## src/rtl/if_pkg.sv

```systemverilog
// Shared constants and types for the prefetching instruction-fetch stage.
package if_pkg;

    localparam int unsigned XLEN_DEFAULT = 32;
    localparam int unsigned PC_INC       = 4;
    localparam logic [31:0] NOP          = 32'h0000_0000;

    typedef struct packed {
        logic [XLEN_DEFAULT-1:0] pc;
        logic [XLEN_DEFAULT-1:0] instr;
    } fetch_entry_t;

endpackage

```

## src/rtl/fetch_fifo.sv

```systemverilog
// Synchronous FIFO with flush; used both for fetched entries and for the request-PC tag queue.
module fetch_fifo #(
    parameter int unsigned WIDTH = 64,
    parameter int unsigned DEPTH = 4
) (
    input  logic                       clk,
    input  logic                       rst,
    input  logic                       push_i,
    input  logic [WIDTH-1:0]           data_i,
    input  logic                       pop_i,
    input  logic                       flush_i,
    output logic [WIDTH-1:0]           data_o,
    output logic [$clog2(DEPTH):0]     count_o,
    output logic                       full_o,
    output logic                       empty_o
);

    localparam int unsigned AW = $clog2(DEPTH);
    localparam int unsigned CW = AW + 1;

    logic [WIDTH-1:0] mem_q [DEPTH];
    logic [AW-1:0]    wr_q, rd_q;
    logic [CW-1:0]    count_q;

    always_ff @(posedge clk or posedge rst) begin
        if (rst) begin
            wr_q    <= '0;
            rd_q    <= '0;
            count_q <= '0;
        end else if (flush_i) begin
            wr_q    <= '0;
            rd_q    <= '0;
            count_q <= '0;
        end else begin
            if (push_i) wr_q <= wr_q + 1'b1;
            if (pop_i)  rd_q <= rd_q + 1'b1;
            count_q <= count_q + CW'(push_i) - CW'(pop_i);
        end
    end

    // Storage needs no reset: count_q gates every read.
    always_ff @(posedge clk) begin
        if (push_i && !flush_i) mem_q[wr_q] <= data_i;
    end

    assign data_o  = mem_q[rd_q];
    assign count_o = count_q;
    assign full_o  = (count_q == CW'(DEPTH));
    assign empty_o = (count_q == '0);

    assert property (@(posedge clk) disable iff (rst) !(push_i && full_o && !pop_i && !flush_i));
    assert property (@(posedge clk) disable iff (rst) !(pop_i && empty_o && !flush_i));

endmodule

```

## src/rtl/if_stage_prefetch.sv

```systemverilog
// Fetch stage: PC generation, redirect, freeze, decoupled imem request/response with prefetch FIFO.
module if_stage_prefetch
    import if_pkg::*;
#(
    parameter int unsigned     XLEN     = XLEN_DEFAULT,
    parameter int unsigned     DEPTH    = 4,
    parameter logic [XLEN-1:0] PC_RESET = '0
) (
    input  logic            clk,
    input  logic            rst,
    input  logic            branch_taken,
    input  logic [XLEN-1:0] branch_address,
    input  logic            freeze,
    output logic            imem_req_valid,
    input  logic            imem_req_ready,
    output logic [XLEN-1:0] imem_req_addr,
    input  logic            imem_rsp_valid,
    input  logic [XLEN-1:0] imem_rsp_data,
    output logic            valid,
    output logic [XLEN-1:0] pc,
    output logic [XLEN-1:0] instruction
);

    localparam int unsigned    CW         = $clog2(DEPTH) + 1;
    localparam logic [CW:0]    SLOT_LIMIT = (CW+1)'(DEPTH);

    logic [XLEN-1:0]   fetch_pc_q, fetch_pc_d;
    logic [CW-1:0]     outstanding_q, outstanding_d;
    logic [CW-1:0]     drop_q, drop_d;
    logic              valid_q;
    logic [XLEN-1:0]   pc_q, instr_q;

    logic              req_fire, rsp_keep, rsp_drop, dpush, dpop;
    logic [2*XLEN-1:0] dhead;
    logic [CW-1:0]     dcount, tcount;
    logic              dfull, dempty, tfull, tempty;
    logic [XLEN-1:0]   thead;

    // A slot is reserved at request time, so a kept response always finds room.
    always_comb begin
        imem_req_valid = !branch_taken && (({1'b0, dcount} + {1'b0, outstanding_q}) < SLOT_LIMIT);
        imem_req_addr  = fetch_pc_q;
        req_fire       = imem_req_valid && imem_req_ready;
        rsp_drop       = imem_rsp_valid && (drop_q != '0);
        rsp_keep       = imem_rsp_valid && (drop_q == '0);
        dpush          = rsp_keep && !branch_taken;
        dpop           = !branch_taken && !freeze && !dempty;
    end

    always_comb begin
        fetch_pc_d = fetch_pc_q;
        if (branch_taken)  fetch_pc_d = branch_address & ~XLEN'(3);
        else if (req_fire) fetch_pc_d = fetch_pc_q + XLEN'(PC_INC);

        outstanding_d = outstanding_q + CW'(req_fire) - CW'(imem_rsp_valid);

        // On redirect every request still unanswered after this cycle's beat becomes stale.
        if (branch_taken) drop_d = outstanding_q - CW'(imem_rsp_valid);
        else              drop_d = drop_q - CW'(rsp_drop);
    end

    always_ff @(posedge clk or posedge rst) begin
        if (rst) begin
            fetch_pc_q    <= PC_RESET;
            outstanding_q <= '0;
            drop_q        <= '0;
        end else begin
            fetch_pc_q    <= fetch_pc_d;
            outstanding_q <= outstanding_d;
            drop_q        <= drop_d;
        end
    end

    always_ff @(posedge clk or posedge rst) begin
        if (rst) begin
            valid_q <= 1'b0;
            pc_q    <= '0;
            instr_q <= XLEN'(NOP);
        end else if (branch_taken) begin
            valid_q <= 1'b0;
        end else if (!freeze) begin
            if (!dempty) begin
                valid_q <= 1'b1;
                pc_q    <= dhead[2*XLEN-1:XLEN] + XLEN'(PC_INC);
                instr_q <= dhead[XLEN-1:0];
            end else begin
                valid_q <= 1'b0;
            end
        end
    end

    assign valid       = valid_q;
    assign pc          = pc_q;
    assign instruction = instr_q;

    fetch_fifo #(.WIDTH(2*XLEN), .DEPTH(DEPTH)) u_data_fifo (
        .clk     (clk),
        .rst     (rst),
        .push_i  (dpush),
        .data_i  ({thead, imem_rsp_data}),
        .pop_i   (dpop),
        .flush_i (branch_taken),
        .data_o  (dhead),
        .count_o (dcount),
        .full_o  (dfull),
        .empty_o (dempty)
    );

    fetch_fifo #(.WIDTH(XLEN), .DEPTH(DEPTH)) u_tag_fifo (
        .clk     (clk),
        .rst     (rst),
        .push_i  (req_fire),
        .data_i  (fetch_pc_q),
        .pop_i   (rsp_keep && !branch_taken),
        .flush_i (branch_taken),
        .data_o  (thead),
        .count_o (tcount),
        .full_o  (tfull),
        .empty_o (tempty)
    );

    assert property (@(posedge clk) disable iff (rst) dpush |-> !dfull);
    assert property (@(posedge clk) disable iff (rst) rsp_keep |-> !tempty);
    assert property (@(posedge clk) disable iff (rst) req_fire |-> !tfull);
    assert property (@(posedge clk) disable iff (rst) (tcount + drop_q) == outstanding_q);

endmodule
```

## config.mk

```make
export PLATFORM = sky130hd
export DESIGN_NAME = if_stage_prefetch
export DESIGN_NICKNAME = d
export VERILOG_FILES = /design/src/rtl/if_pkg.sv /design/src/rtl/fetch_fifo.sv /design/src/rtl/if_stage_prefetch.sv
export SDC_FILE = /design/constraint.sdc
export NUM_CORES = 1
export LEC_CHECK = 0
export ABC_AREA = 1
export CAP_MARGIN = 20
export CORE_UTILIZATION = 55
export CTS_CLUSTER_SIZE = 8
export DETAILED_ROUTE_END_ITERATION = 12
export PLACE_DENSITY = 0.76
export REMOVE_ABC_BUFFERS = 1
export SLEW_MARGIN = 30
export SYNTH_ARGS = -nofsm -noshare
export SYNTH_HDL_FRONTEND = slang
export SYNTH_SLANG_ARGS = --single-unit
```

## constraint.sdc

```tcl
create_clock -name clk -period 8.96 [get_ports clk]
set_input_delay 0.896 -clock clk [delete_from_list [all_inputs] [get_ports clk]]
set_output_delay 0.896 -clock clk [all_outputs]
set_load 0.01 [all_outputs]
```

### Yosys cells after proc, flatten, opt, wreduce, memory -nomap -nowiden

Memory sizes are Yosys's and may differ from the RTL's.
Cells that the tools add are included.

| cells by class | value |
|---|---|
| multiplexer cells | 19 |
| reduce and logical (&&, ||, !) cells | 19 |
| $lt $le $gt $ge | 1 |
| add/subtract/negate cells | 13 |
| eq/ne operators | 1 |
| bitwise gates (word level) | 3 |

Operators by type and width:

| kind | number |
|---|---|
| $add 32x3->32 const B | 2 |
| $mux 32 | 2 |
| $mux 2 | 8 |
| $sub 3x1->3 | 4 |
| $logic_and 1x1->1 | 9 |
| $add 2x1->2 const B | 4 |
| $mux 1 | 7 |
| $add 3x1->3 | 2 |
| $logic_not 3->1 | 2 |
| $mux 3 | 2 |
| $reduce_bool 2->1 | 3 |
| $add 3x3->4 | 1 |
| $lt 4x3->1 const B | 1 |
| $logic_not 1->1 | 3 |
| $not 1->1 | 3 |
| $reduce_and 3->1 | 1 |
| $reduce_bool 3->1 | 1 |
| $ne 2x2->1 const B | 1 |

| storage, ports and cells | value |
|---|---|
| output and inout bits | 98 |
| register bits after elaboration | 114 |
| memory bits (writable) | 384 |
| input port bits | 70 |
| memories kept | 2 |
| logic and storage cells | 69 |

Memory list:

| memory | words | width | read ports | clocked after Yosys merged registers in | wr ports | line | source |
|---|---|---|---|---|---|---|---|
| u_data_fifo.mem_q | 4 | 64 | 1 | 0 | 1 | fetch_fifo.sv:21 | `logic [WIDTH-1:0] mem_q [DEPTH];` |
| u_tag_fifo.mem_q | 4 | 32 | 1 | 0 | 1 | fetch_fifo.sv:21 |  |

### Logic depth before layout (Yosys ltp)

Gate-level depths: netlist (run 1).

| logic depth | value |
|---|---|
| word-level depth | 7 |
| mapped depth | 15 |
| gate-level depth less buffers | 14 |

### By module

From an unflattened synthesis (run 1), not the netlist that was laid out.

| second synthesis, totals | value |
|---|---|
| cells, all modules | 2,083 |
| area, all modules | 21,793.4 um^2 |

Modules (own cells, without submodules):

| module | sequential area each (um^2) | area an instance (um^2) | cells an instance | times used |
|---|---|---|---|---|
| fetch_fifo at u_data_fifo | 7,862.5 | 10,547.6 | 801 | 1 |
| if_stage_prefetch | 2,527.4 | 5,796.8 | 855 | 1 |
| fetch_fifo at u_tag_fifo | 4,018.9 | 5,449.0 | 427 | 1 |

### Worst setup path after synthesis (run 1)

Ideal clock, no wire load.

| timing path | value |
|---|---|
| kind | input to register |
| from | input imem_rsp_valid |
| to | memory u_data_fifo.mem_q[0][0] (enable) |
| path buffers | 0 |
| required time | 8.478 ns |
| arrival | 4.128 ns |
| stages on the path | 6 |
| path slack | 4.350 ns |
| setup time | 0.482 ns |
| cells stage by stage | inv_1 nor4_1 inv_1 nor2_1 inv_1 nor2_1 |

| between the ends | value |
|---|---|
| longest elaborated chain between the ends | 5 |

RTL lines:

| what | line | source |
|---|---|---|
| start: declaration | if_stage_prefetch.sv:17 | `input logic imem_rsp_valid,` |
| $logic_and 1x1->1 | if_stage_prefetch.sv:45 | `rsp_keep = imem_rsp_valid && (drop_q == '0);` |
| $logic_and 1x1->1 | if_stage_prefetch.sv:46 | `dpush = rsp_keep && !branch_taken;` |
| $logic_and 1x1->1 | fetch_fifo.sv:43 | `if (push_i && !flush_i) mem_q[wr_q] <= data_i;` |
| $mux 1 | fetch_fifo.sv:43 |  |
| $mux 1 (implied by the code) | fetch_fifo.sv:43 |  |
| end: declaration | fetch_fifo.sv:21 |  |

No other way between the ends.

### Final worst setup path (run 1)

| timing path | value |
|---|---|
| from | input branch_taken |
| to | register fetch_pc_q[31], in the netlist imem_req_addr[31] |

| between the ends | value |
|---|---|
| longest elaborated chain between the ends | 4 |
| elaborated cells between the ends (all ways) | 5 |
| those cells by class | 1 x mux; 4 x reduce/logical |

RTL lines:

| what | line | source |
|---|---|---|
| start: declaration | if_stage_prefetch.sv:11 | `input logic branch_taken,` |
| $logic_not 1->1 | if_stage_prefetch.sv:41 | `imem_req_valid = !branch_taken && (({1'b0, dcount} + {1'b0, outstanding_q}) < SLOT_LIMIT);` |
| $logic_and 1x1->1 | if_stage_prefetch.sv:41 |  |
| $logic_and 1x1->1 | if_stage_prefetch.sv:43 | `req_fire = imem_req_valid && imem_req_ready;` |
| $reduce_bool 2->1 (no line) | n/a |  |
| end signal: assignment | if_stage_prefetch.sv:68 | `fetch_pc_q <= fetch_pc_d;` |
| end: declaration | if_stage_prefetch.sv:27 | `logic [XLEN-1:0] fetch_pc_q, fetch_pc_d;` |

Several ways; a longest one is shown, not always the timed one.
A chain may end at the register's enable or synchronous reset.

==> metrics, run 1 <==
outcome finished clean; Slew Viols, Final 0; unrepaired setup endpoints after global routing false; Area growth syn-to-layout 19.7%; diode count 0; met2 usage 41.4%; H-tree levels 3; Setup WS post-layout approximately 5.4 ns; ys async rst share 23.0%; final wirelength 45400 um; total iterations of the first detailed-routing run 5; Syn. warnings 0; row count 70; DP Wirelength 25800 um; Setup Slack @ Placement 4.82 ns; worst-case clock buffer depth 3; routability cong. roughly 0.87; core area 36600 sq um; worst hold path class flop to flop; largest net degree at the start of global routing 126; slew of the pin with the lowest slew margin 0.985 ns; Synth Area in XOR/XNOR less than 1%; register bit total from synthesis 478; GR met3 Demand/Resource 4.67%; I/O Buffers 161; Post-CTS Setup Bufs 0; clk sink count 478; Die ar. 37900 sq um; area occupied by multi-input gates 5670 sq um; hold path depth 2; Data arrival, critical path 4.05 ns; Chip Width 195 um; CTS tree done; Layout Skew between 0.02 and 0.025 ns; Register Area about 14000 sq um; sequential cell area fraction in the yosys report slightly below 70%; total gr overflow 0; Compound-Gate Fraction of Synth Area 7.26%; first-pass GRT wire length 73200 um; cell mode on critical path nand2_1; Critical Path RT 9.44 ns; crit-path max FO 42; critical-path cell list clkdlybuf4s50_1 -> buf_4 -> nor2_1 -> nand2_1 -> a31oi_1 -> nand2_1 -> nand2_1 -> inv_2 -> a22o_1 -> inv_1 -> nand2_1; vias post-DR 14325; busiest grt layer met2; slowest stage delay, CP 0.64 ns; Hold-fix buffers, CTS 0; all-layer global routing usage 24.4%; die height 195 um; clk slew on worst S/H paths 0.05 ns; Slowest-stage cell, CP nand2_1; layout cell share with drive strength beyond 1 under 10%; met1 usage 32.3%; Post-Syn Area per Cell roughly 11 sq um; Starting DRT DRC Count 972; Period minus WS final 3.56 ns; vias per inst 5.48; Num CTS Buffers 69; TNS Setup 0 ns; vias in the first global route 14329; Crit Path Category input port to flop; Initial Util a little under three fifths; Post-Synth Adder-Cell Area roughly 1.4%; multiplexer area fraction after synthesis less than 1%; Fillers between 2000 and 3000; num ports 168; synthesized cell area 20400 sq um; initial antenna violation count 0; combinational family with the most area after synthesis simple AND/OR/NAND/NOR gates; Final nets 2183; Hold Vio Cnt, Final 0; Final Setup Violations 0; fraction of the mapped netlist area in simple logic gates 17.9%; Worst setup EP type flop; crit path launch type input port; worst rel slew slack 34.3%; cell count after synthesis between 1500 and 2000; later-pin clock latency in the skew report 0.56 ns; Top FF cell, synth edfxtp_1; final antenna-violating net count 0; fmax 281 MHz; EDFF count, synth 368; Root Buffer clkbuf_16; CTS resizes 0; R2R cell count 13; Power Density 295 nW/um^2; Max-Cap Viols 0; DRC errors left 0; Routed WL per cell around 17 um; Peak supply drop 0.144 mV; Final period util between 30 and 40%; Yosys cell types 43; leakage 9.63 nW
cell families (layout without fill, tap and decap cells):
kind of cell               count (synthesis)  in the layout
buffers and inverters                    239            453
other                                      1              4
adders and majority gates                 22             22
AOI/OAI and AO/OA                        268            268
muxes                                      2              2
and+or+nand+nor                          900            900
xor gates and xnor gates                  17             17
DFF                                      478            478
worst paths after layout:
check	startpoint	to	slack [ns]
max reg2reg	u_data_fifo.rd_q[1]$_DFFE_PP0P_	pc[24]$_DFFE_PP0P_	5.54
max	branch_taken	imem_req_addr[31]$_DFFE_PP0P_	5.40
min in group asynchronous	rst	imem_req_addr[6]$_DFFE_PP0P_	0.75
max in group asynchronous	rst	u_data_fifo.rd_q[0]$_DFFE_PP0P_	7.08
min reg2reg	instruction[6]$_DFFE_PP0P_	instruction[6]$_DFFE_PP0P_	0.47
min	instruction[6]$_DFFE_PP0P_	instruction[6]$_DFFE_PP0P_	0.47
stage by stage:
step                      hold WS (ns)  instances  util [%]  power (W)  area (sq um)
after floorplan                  0.501       1841         -    0.00408         20000
after global placement           0.454       2484      61.1    0.00481         22400
after detailed placement         0.458       2484      61.1    0.00489         22400
after CTS                        0.470       2608      66.5    0.00725         24300
after global routing             0.484       2612      66.8    0.00763         24500
final                            0.465       2612      66.8    0.00723         24500
per-layer routing:
layer  wire, um  part of all wire, %
met1      19300                   42
met2      22300                   49
met3       3110                  6.8
met4        789                  1.7
met5          0                    0
where the power goes:
group,switching (W),internal (W)
combinational,0.00115,0.000716
sequential,0.000238,0.00278
clock,0.000895,0.00145
cells in the final DEF, fill, tap and decap left out, types with 6 or more instances in the layout:
| cell | n |
|---|---|
| nand2_1 | 530 |
| edfxtp_1 | 368 |
| nor2_1 | 202 |
| o21ai_0 | 161 |
| clkdlybuf4s50_1 | 161 |
| inv_1 | 141 |
| nand3_1 | 111 |
| dfrtp_1 | 108 |
| clkbuf_16 | 69 |
| o22ai_1 | 62 |
| clkbuf_1 | 49 |
| ha_1 | 20 |
| a21oi_1 | 17 |
| nor2_2 | 14 |
| xor2_1 | 14 |
| nor2_4 | 11 |
| nand2_2 | 10 |
| o211ai_1 | 10 |
| buf_4 | 10 |
| nor3_1 | 9 |
| inv_2 | 6 |
| a31oi_1 | 6 |
registers in the layout, summed over array words and instances (netlist names), 3 cells and up:
signal               cells
imem_req_addr           30
pc                      30
instruction             32
u_data_fifo.mem_q      248
drop_q                   3
u_data_fifo.count_o      3
outstanding_q            3
u_tag_fifo.mem_q       120
synthesized netlist by cell type (2+ instances only):
cell type  count  area, sq um
o211ai_1      10         75.1
nand4_1        4         25.0
o221ai_1       3         26.3
nor2_4         3         33.8
buf_2         18         90.1
o21ai_0      161          806
buf_6          7         78.8
nor2_1       210          788
inv_2          6         22.5
o21bai_1       4         30.0
nand3_1      111          556
edfxtp_1     368        11100
nor4_1         2         12.5
mux2i_1        2         20.0
o22ai_1       62          388
xor2_1        14          123
nor3_1        10         50.1
dfrtp_1      110         2750
a31oi_1        6         37.5
buf_4         11         82.6
inv_1        142          533
nand2_1      530         1990
fa_1           2         40.0
ha_1          20          250
buf_1          2         7.51
xnor2_1        3         26.3
nand2_2       10         62.6
nor2_2        14         87.6
a21oi_1       17         85.1
o21ai_1        2         10.0
nand3_2        2         20.0
clkbuf_1      50          188
worst max-delay path, delay by kind of cell:
kind,cells,cell delay [ns]
simple gates,5,1.48
compound gates,2,0.24
buf+inv,4,1.38
area by class of cell:
type                            instances  area share, %
Clock inverter                          5          0.240
Inverter                              150           2.33
Timing Repair Buffer                  179           7.53
Tap cell                              468           2.39
Sequential cell                       478           56.4
Clock buffer                          119           7.87
Multi-Input combinational cell       1213           23.2
(Power assumes the default switching activity.)
==> run 2: changes to the inputs <==
--- a/config.mk
+++ b/config.mk
@@ -7,10 +7,10 @@
 export LEC_CHECK = 0
 export ABC_AREA = 1
 export CAP_MARGIN = 20
-export CORE_UTILIZATION = 55
+export CORE_UTILIZATION = 53
 export CTS_CLUSTER_SIZE = 8
 export DETAILED_ROUTE_END_ITERATION = 12
-export PLACE_DENSITY = 0.76
+export PLACE_DENSITY = 0.77
 export REMOVE_ABC_BUFFERS = 1
 export SLEW_MARGIN = 30
 export SYNTH_ARGS = -nofsm -noshare
==> constraint.sdc (replaced) <==
create_clock -name clk -period 3.2 [get_ports clk]
set_input_delay 0.32 -clock clk [delete_from_list [all_inputs] [get_ports clk]]
set_output_delay 0.32 -clock clk [all_outputs]
set_load 0.01 [all_outputs]
==> metrics, run 2 (same netlist as run 1, synthesis figures left out) <==
hold_ws 0.270 ns; vias post-DR 14345; Area growth syn-to-layout 21.0%; Worst setup EP type flop; worst-case clock buffer depth 3; Crit Path Category flop to flop; all-layer global routing usage 24.3%; initial antenna violation count 0; critical-path cell list inv_6 -> buf_4 -> nand2_1 -> nand2_1 -> nand2_1 -> nand2_1 -> nand2_1 -> nor2_2 -> nand2_1 -> nor2_1 -> nand3_1 -> nand3_1 -> nand2_1; worst rel slew slack 37.5%; clk sink count 478; CTS resizes 0; CTS tree done; vias per inst 5.36; unrepaired setup endpoints after global routing false; Die ar. 39300 sq um; leakage 9.75 nW; Final Setup Violations 0; slowest stage delay, CP just over 0.6 ns; row count 71; Period minus WS final 2.72 ns; core area 37800 sq um; Starting DRT DRC Count 1077; fmax 368 MHz; crit path launch type flop; Layout Skew approximately 0.027 ns; Data arrival, critical path approximately 3.2 ns; largest net degree at the start of global routing 66; first-pass GRT wire length 74100 um; post-route design area 24700 sq um; slew of the pin with the lowest slew margin 0.932 ns; I/O Buffers approximately 160; worst hold path class input port to async pin; final antenna-violating net count 0; Num CTS Buffers 69; crit-path max FO 49; Fillers 2798; Power Density between 800 and 900 nW/um^2; layout cell share with drive strength beyond 1 7.49%; H-tree levels 3; Initial Util 54.1%; clk slew on worst S/H paths around 0.050 ns; total gr overflow 0; cell mode on critical path nand2_1; total power 0.0205 W; Root Buffer clkbuf_16; Slew Viols, Final 0; routability cong. 0.875; Util after Layout 65.5%; total iterations of the first detailed-routing run 6; flip-flop count of the largest register after layout 248; num ports between 150 and 200; placed cell area approximately 23000 sq um; DP Wirelength approximately 28000 um; Hold Vio Cnt, Final 0; DRC errors left 0; Largest Register u_data_fifo.mem_q; TNS Setup 0 ns; Routed WL per cell 17.4 um; Peak supply drop 0.450 mV; diode count 0; Final period util 85.0%; die height 198 um; most common cell after layout, fill and taps aside nand2_1; outcome finished clean; Final nets 2202; Hold-fix buffers, CTS 0; Max-Cap Viols 0; Post-CTS Setup Bufs 0; vias in the first global route approximately 14000; commonest non-fill, non-tap cells in the layout 530 x nand2_1, 368 x edfxtp_1, 202 x nor2_1, 161 x o21ai_0, 161 x clkdlybuf4s50_1; Chip Width 198 um; final wirelength between 40000 and 50000 um; Slowest-stage cell, CP dfrtp_4; later-pin clock latency in the skew report 0.57 ns; Critical Path RT 3.63 ns
-- run 2: path summary, 6_finish.rpt --
kind,start,endpoint,slack (ns),depth (start not counted)
hold reg to reg,instruction[9]$_DFFE_PP0P_,instruction[9]$_DFFE_PP0P_,0.47,2
max in group asynchronous,rst,pc[31]$_DFFE_PP0P_,2.23,3
setup reg to reg,u_data_fifo.rd_q[0]$_DFFE_PP0P_,pc[31]$_DFFE_PP0P_,0.48,13
min in group clk,branch_address[3],imem_req_addr[3]$_DFFE_PP0P_,0.32,3
setup / recovery,u_data_fifo.rd_q[0]$_DFFE_PP0P_,pc[31]$_DFFE_PP0P_,0.48,13
hold / removal,rst,u_tag_fifo.rd_q[1]$_DFFE_PP0P_,0.27,2
-- run 2: cell type report --
type                    count  area (sq um)  area share (%)
clock buffers             122          2010            8.13
clock inverters             3          37.5           0.152
inverters                 150           571            2.31
multi-input cells        1213          5650            22.9
flip-flops and latches    478         13800            55.9
well taps                 511           639            2.59
repair buffers            198          2000            8.10
-- run 2: stage by stage --
step | setup WS [ns] | cells
2_1_floorplan | -2.67 | 1841
3_3_place_gp | 0.417 | 2550
3_5_place_dp | 0.340 | 2550
4_1_cts | 0.544 | 2675
5_1_grt | 0.259 | 2675
6_report | 0.481 | 2675
-- run 2: layer usage --
layer | vias up | wire [um] | track usage (%)
li1 | 6893 | - | -
met1 | 6928 | 19600 | 30.8
met2 | 456 | 23100 | 42.0
met3 | 68 | 3070 | 4.72
met4 | 0 | 741 | 7.38
met5 | - | 0 | 0
-- run 2: power breakdown --
part	switching [W]	leakage (nW)	internal, W
sequential	0.000678	4.68	0.00777
clock	0.00254	0.976	0.00423
combinational	0.00324	4.09	0.00203
total	0.00646	9.75	0.0140
-- run 2: worst max-delay path, delay by kind of cell (launching register included) --
family | cells | cell delay, ns
AND/OR/NAND/NOR | 11 | 1.23
buffers and inverters | 2 | 0.69
flip-flops | 1 | 0.62
==> run 3: changes to the inputs <==
--- a/config.mk
+++ b/config.mk
@@ -7,10 +7,10 @@
 export LEC_CHECK = 0
 export ABC_AREA = 1
 export CAP_MARGIN = 20
-export CORE_UTILIZATION = 53
+export CORE_UTILIZATION = 55
 export CTS_CLUSTER_SIZE = 8
 export DETAILED_ROUTE_END_ITERATION = 12
-export PLACE_DENSITY = 0.77
+export PLACE_DENSITY = 0.76
 export REMOVE_ABC_BUFFERS = 1
 export SLEW_MARGIN = 30
 export SYNTH_ARGS = -nofsm -noshare
==> constraint.sdc (replaced) <==
create_clock -name clk -period 2.6 [get_ports clk]
set_input_delay 0.26 -clock clk [delete_from_list [all_inputs] [get_ports clk]]
set_output_delay 0.26 -clock clk [all_outputs]
set_load 0.01 [all_outputs]
==> metrics, run 3 (same netlist as run 1, synthesis figures left out) <==
slowest stage delay, CP 0.55 ns; vias per inst 5.45; crit-path max FO 31; crit path launch type flop; row count 70; Worst setup EP type flop; TNS Setup 0 ns; die height 195 um; Clock power frac 32.6%; clk sink count 478; vias post-DR roughly 14000; R2R cell count 13; Data arrival, critical path 2.88 ns; Slew Viols, Final 0; diode count 0; core area 36600 sq um; vias in the first global route 14624; Seq pwr share between 40% and 50%; slew of the pin with the lowest slew margin 0.592 ns; Largest Register u_data_fifo.mem_q; flip-flop count of the largest register after layout around 250; Layout Skew roughly 0.023 ns; layout cell share with drive strength beyond 1 ~7.8%; commonest non-fill, non-tap cells in the layout 530 x nand2_1, 368 x edfxtp_1, 202 x nor2_1, 161 x o21ai_0, 160 x clkdlybuf4s50_1; outcome finished clean; initial antenna violation count 0; Sw Pwr 0.00794 W; Post-Layout Cell Count 2640; Final period util 93.3%; Initial Util 55.8%; Routed WL per cell 17.3 um; Slowest-stage cell, CP dfrtp_4; all-layer global routing usage 24.7%; total iterations of the first detailed-routing run 5; Worst R2R Setup Slack about 0.18 ns; leakage just under 10 nW; Area growth syn-to-layout 21.4%; later-pin clock latency in the skew report 0.58 ns; Crit Path Category flop to flop; CTS tree done; worst rel slew slack roughly 60%; RR Endpoint pc[21]$_DFFE_PP0P_; Post-CTS Setup Bufs 0; largest net degree at the start of global routing 66; post-route design area 24800 sq um; DP Wirelength 28600 um; Num CTS Buffers 69; Power Density 1020 nW/um^2; cell mode on critical path nand2_1; final antenna-violating net count 0; Setup WS post-layout ~0.18 ns; routability cong. 0.861; H-tree levels 3; total gr overflow 0; Comb pwr share a little over a quarter; CTS resizes 0; Max-Cap Viols 0; Fillers ~2600; Internal Power approximately 0.017 W; Placed Instances about 2500; unrepaired setup endpoints after global routing false; Sw Share roughly a third; first-pass GRT wire length 74000 um; Peak supply drop 0.497 mV; Chip Width 195 um; Period minus WS final ~2.4 ns; critical-path cell list inv_6 -> buf_4 -> nand2_1 -> nand2_1 -> nand2_1 -> nand2_1 -> nand2_1 -> nor2_1 -> nand2_1 -> nor2_4 -> nand3_1 -> nand3_1 -> nand2_1; Critical Path RT a little over 3 ns; placed cell area approximately 23000 sq um; fmax 412 MHz; most common cell after layout, fill and taps aside nand2_1; Final Setup Violations 0; Starting DRT DRC Count 1116; worst hold path class input port to async pin; Hold Vio Cnt, Final 0; worst-case clock buffer depth 3; Worst R2R Start u_data_fifo.rd_q[0]$_DFFE_PP0P_; Hold-fix buffers, CTS 0; num ports around 170; clk slew on worst S/H paths 0.05 ns; I/O Buffers 161; Die ar. roughly 38000 sq um; DRC errors left 0; Root Buffer clkbuf_16; Setup Slack @ Placement about 0.063 ns; Final nets 2209; final wirelength 45700 um
-- run 3: cell count changes in the layout (fill, tap and decap cells not counted), sizes merged --
cell	change
dlymetal6s2s	+1
inv	-1
clkinv	+2
buf	+7
clkdlybuf4s50	-1
-- run 3: per-stage QoR --
stage | hold slack (ns) | utilization (%) | total power [W]
after floorplan | 0.325 | - | 0.0141
after global placement | 0.452 | 62.2 | 0.0168
after detailed placement | 0.458 | 62.2 | 0.0170
after CTS | 0.0509 | 67.7 | 0.0254
after global routing | 0.0820 | 67.7 | 0.0266
final | 0.0515 | 67.7 | 0.0252
-- run 3: critical path: cells and delay by family (launching register included) --
| family | cells | cell delay [ns] |
|---|---|---|
| buf+inv | 2 | 0.50 |
| simple gates | 11 | 1.24 |
| flops | 1 | 0.55 |
-- run 3: final cells by class --
type                            count  area (sq um)  share of cell area (%)
Clock buffer                      122          1980                    7.98
Timing Repair Buffer              205          2150                    8.68
Tap cell                          468           586                    2.36
Multi-Input combinational cell   1213          5650                    22.8
Sequential cell                   478         13800                    55.7
Inverter                          150           571                    2.30
Clock inverter                      4          50.0                   0.202
-- run 3: how the worst max path moves through the flow --
stage	slack (ns)	from	cells after the start	to
after floorplan	-3.27	u_data_fifo.count_o[1]$_DFF_PP0_	6	pc[4]$_DFFE_PP0P_
after global placement	0.11	imem_rsp_valid	8	u_data_fifo.mem_q[2][26]$_DFFE_PP_
after detailed placement	0.06	imem_rsp_valid	8	u_data_fifo.mem_q[0][20]$_DFFE_PP_
after CTS	0.07	outstanding_q[2]$_DFF_PP0_	5	imem_req_valid
after global routing	0.01	u_data_fifo.rd_q[0]$_DFFE_PP0P_	13	pc[30]$_DFFE_PP0P_
final	0.18	u_data_fifo.rd_q[0]$_DFFE_PP0P_	13	pc[21]$_DFFE_PP0P_
-- run 3: power by group through the flow --
stage	Clock (W)	Sequential [W]	Combinational, W
after floorplan	0	0.0108	0.00331
after global placement	0	0.0104	0.00633
after detailed placement	0	0.0105	0.00652
after CTS	0.00838	0.0104	0.00659
after global routing	0.00869	0.0105	0.00735
final	0.00822	0.0104	0.00660
-- run 3: per-layer routing --
layer | track usage, % | vias up | wire length (um)
met5 | 0 | - | 0
met3 | 4.18 | 91 | 3040
met2 | 41.8 | 511 | 22400
li1 | - | 6907 | -
met4 | 9.39 | 0 | 1060
met1 | 32.1 | 6884 | 19200
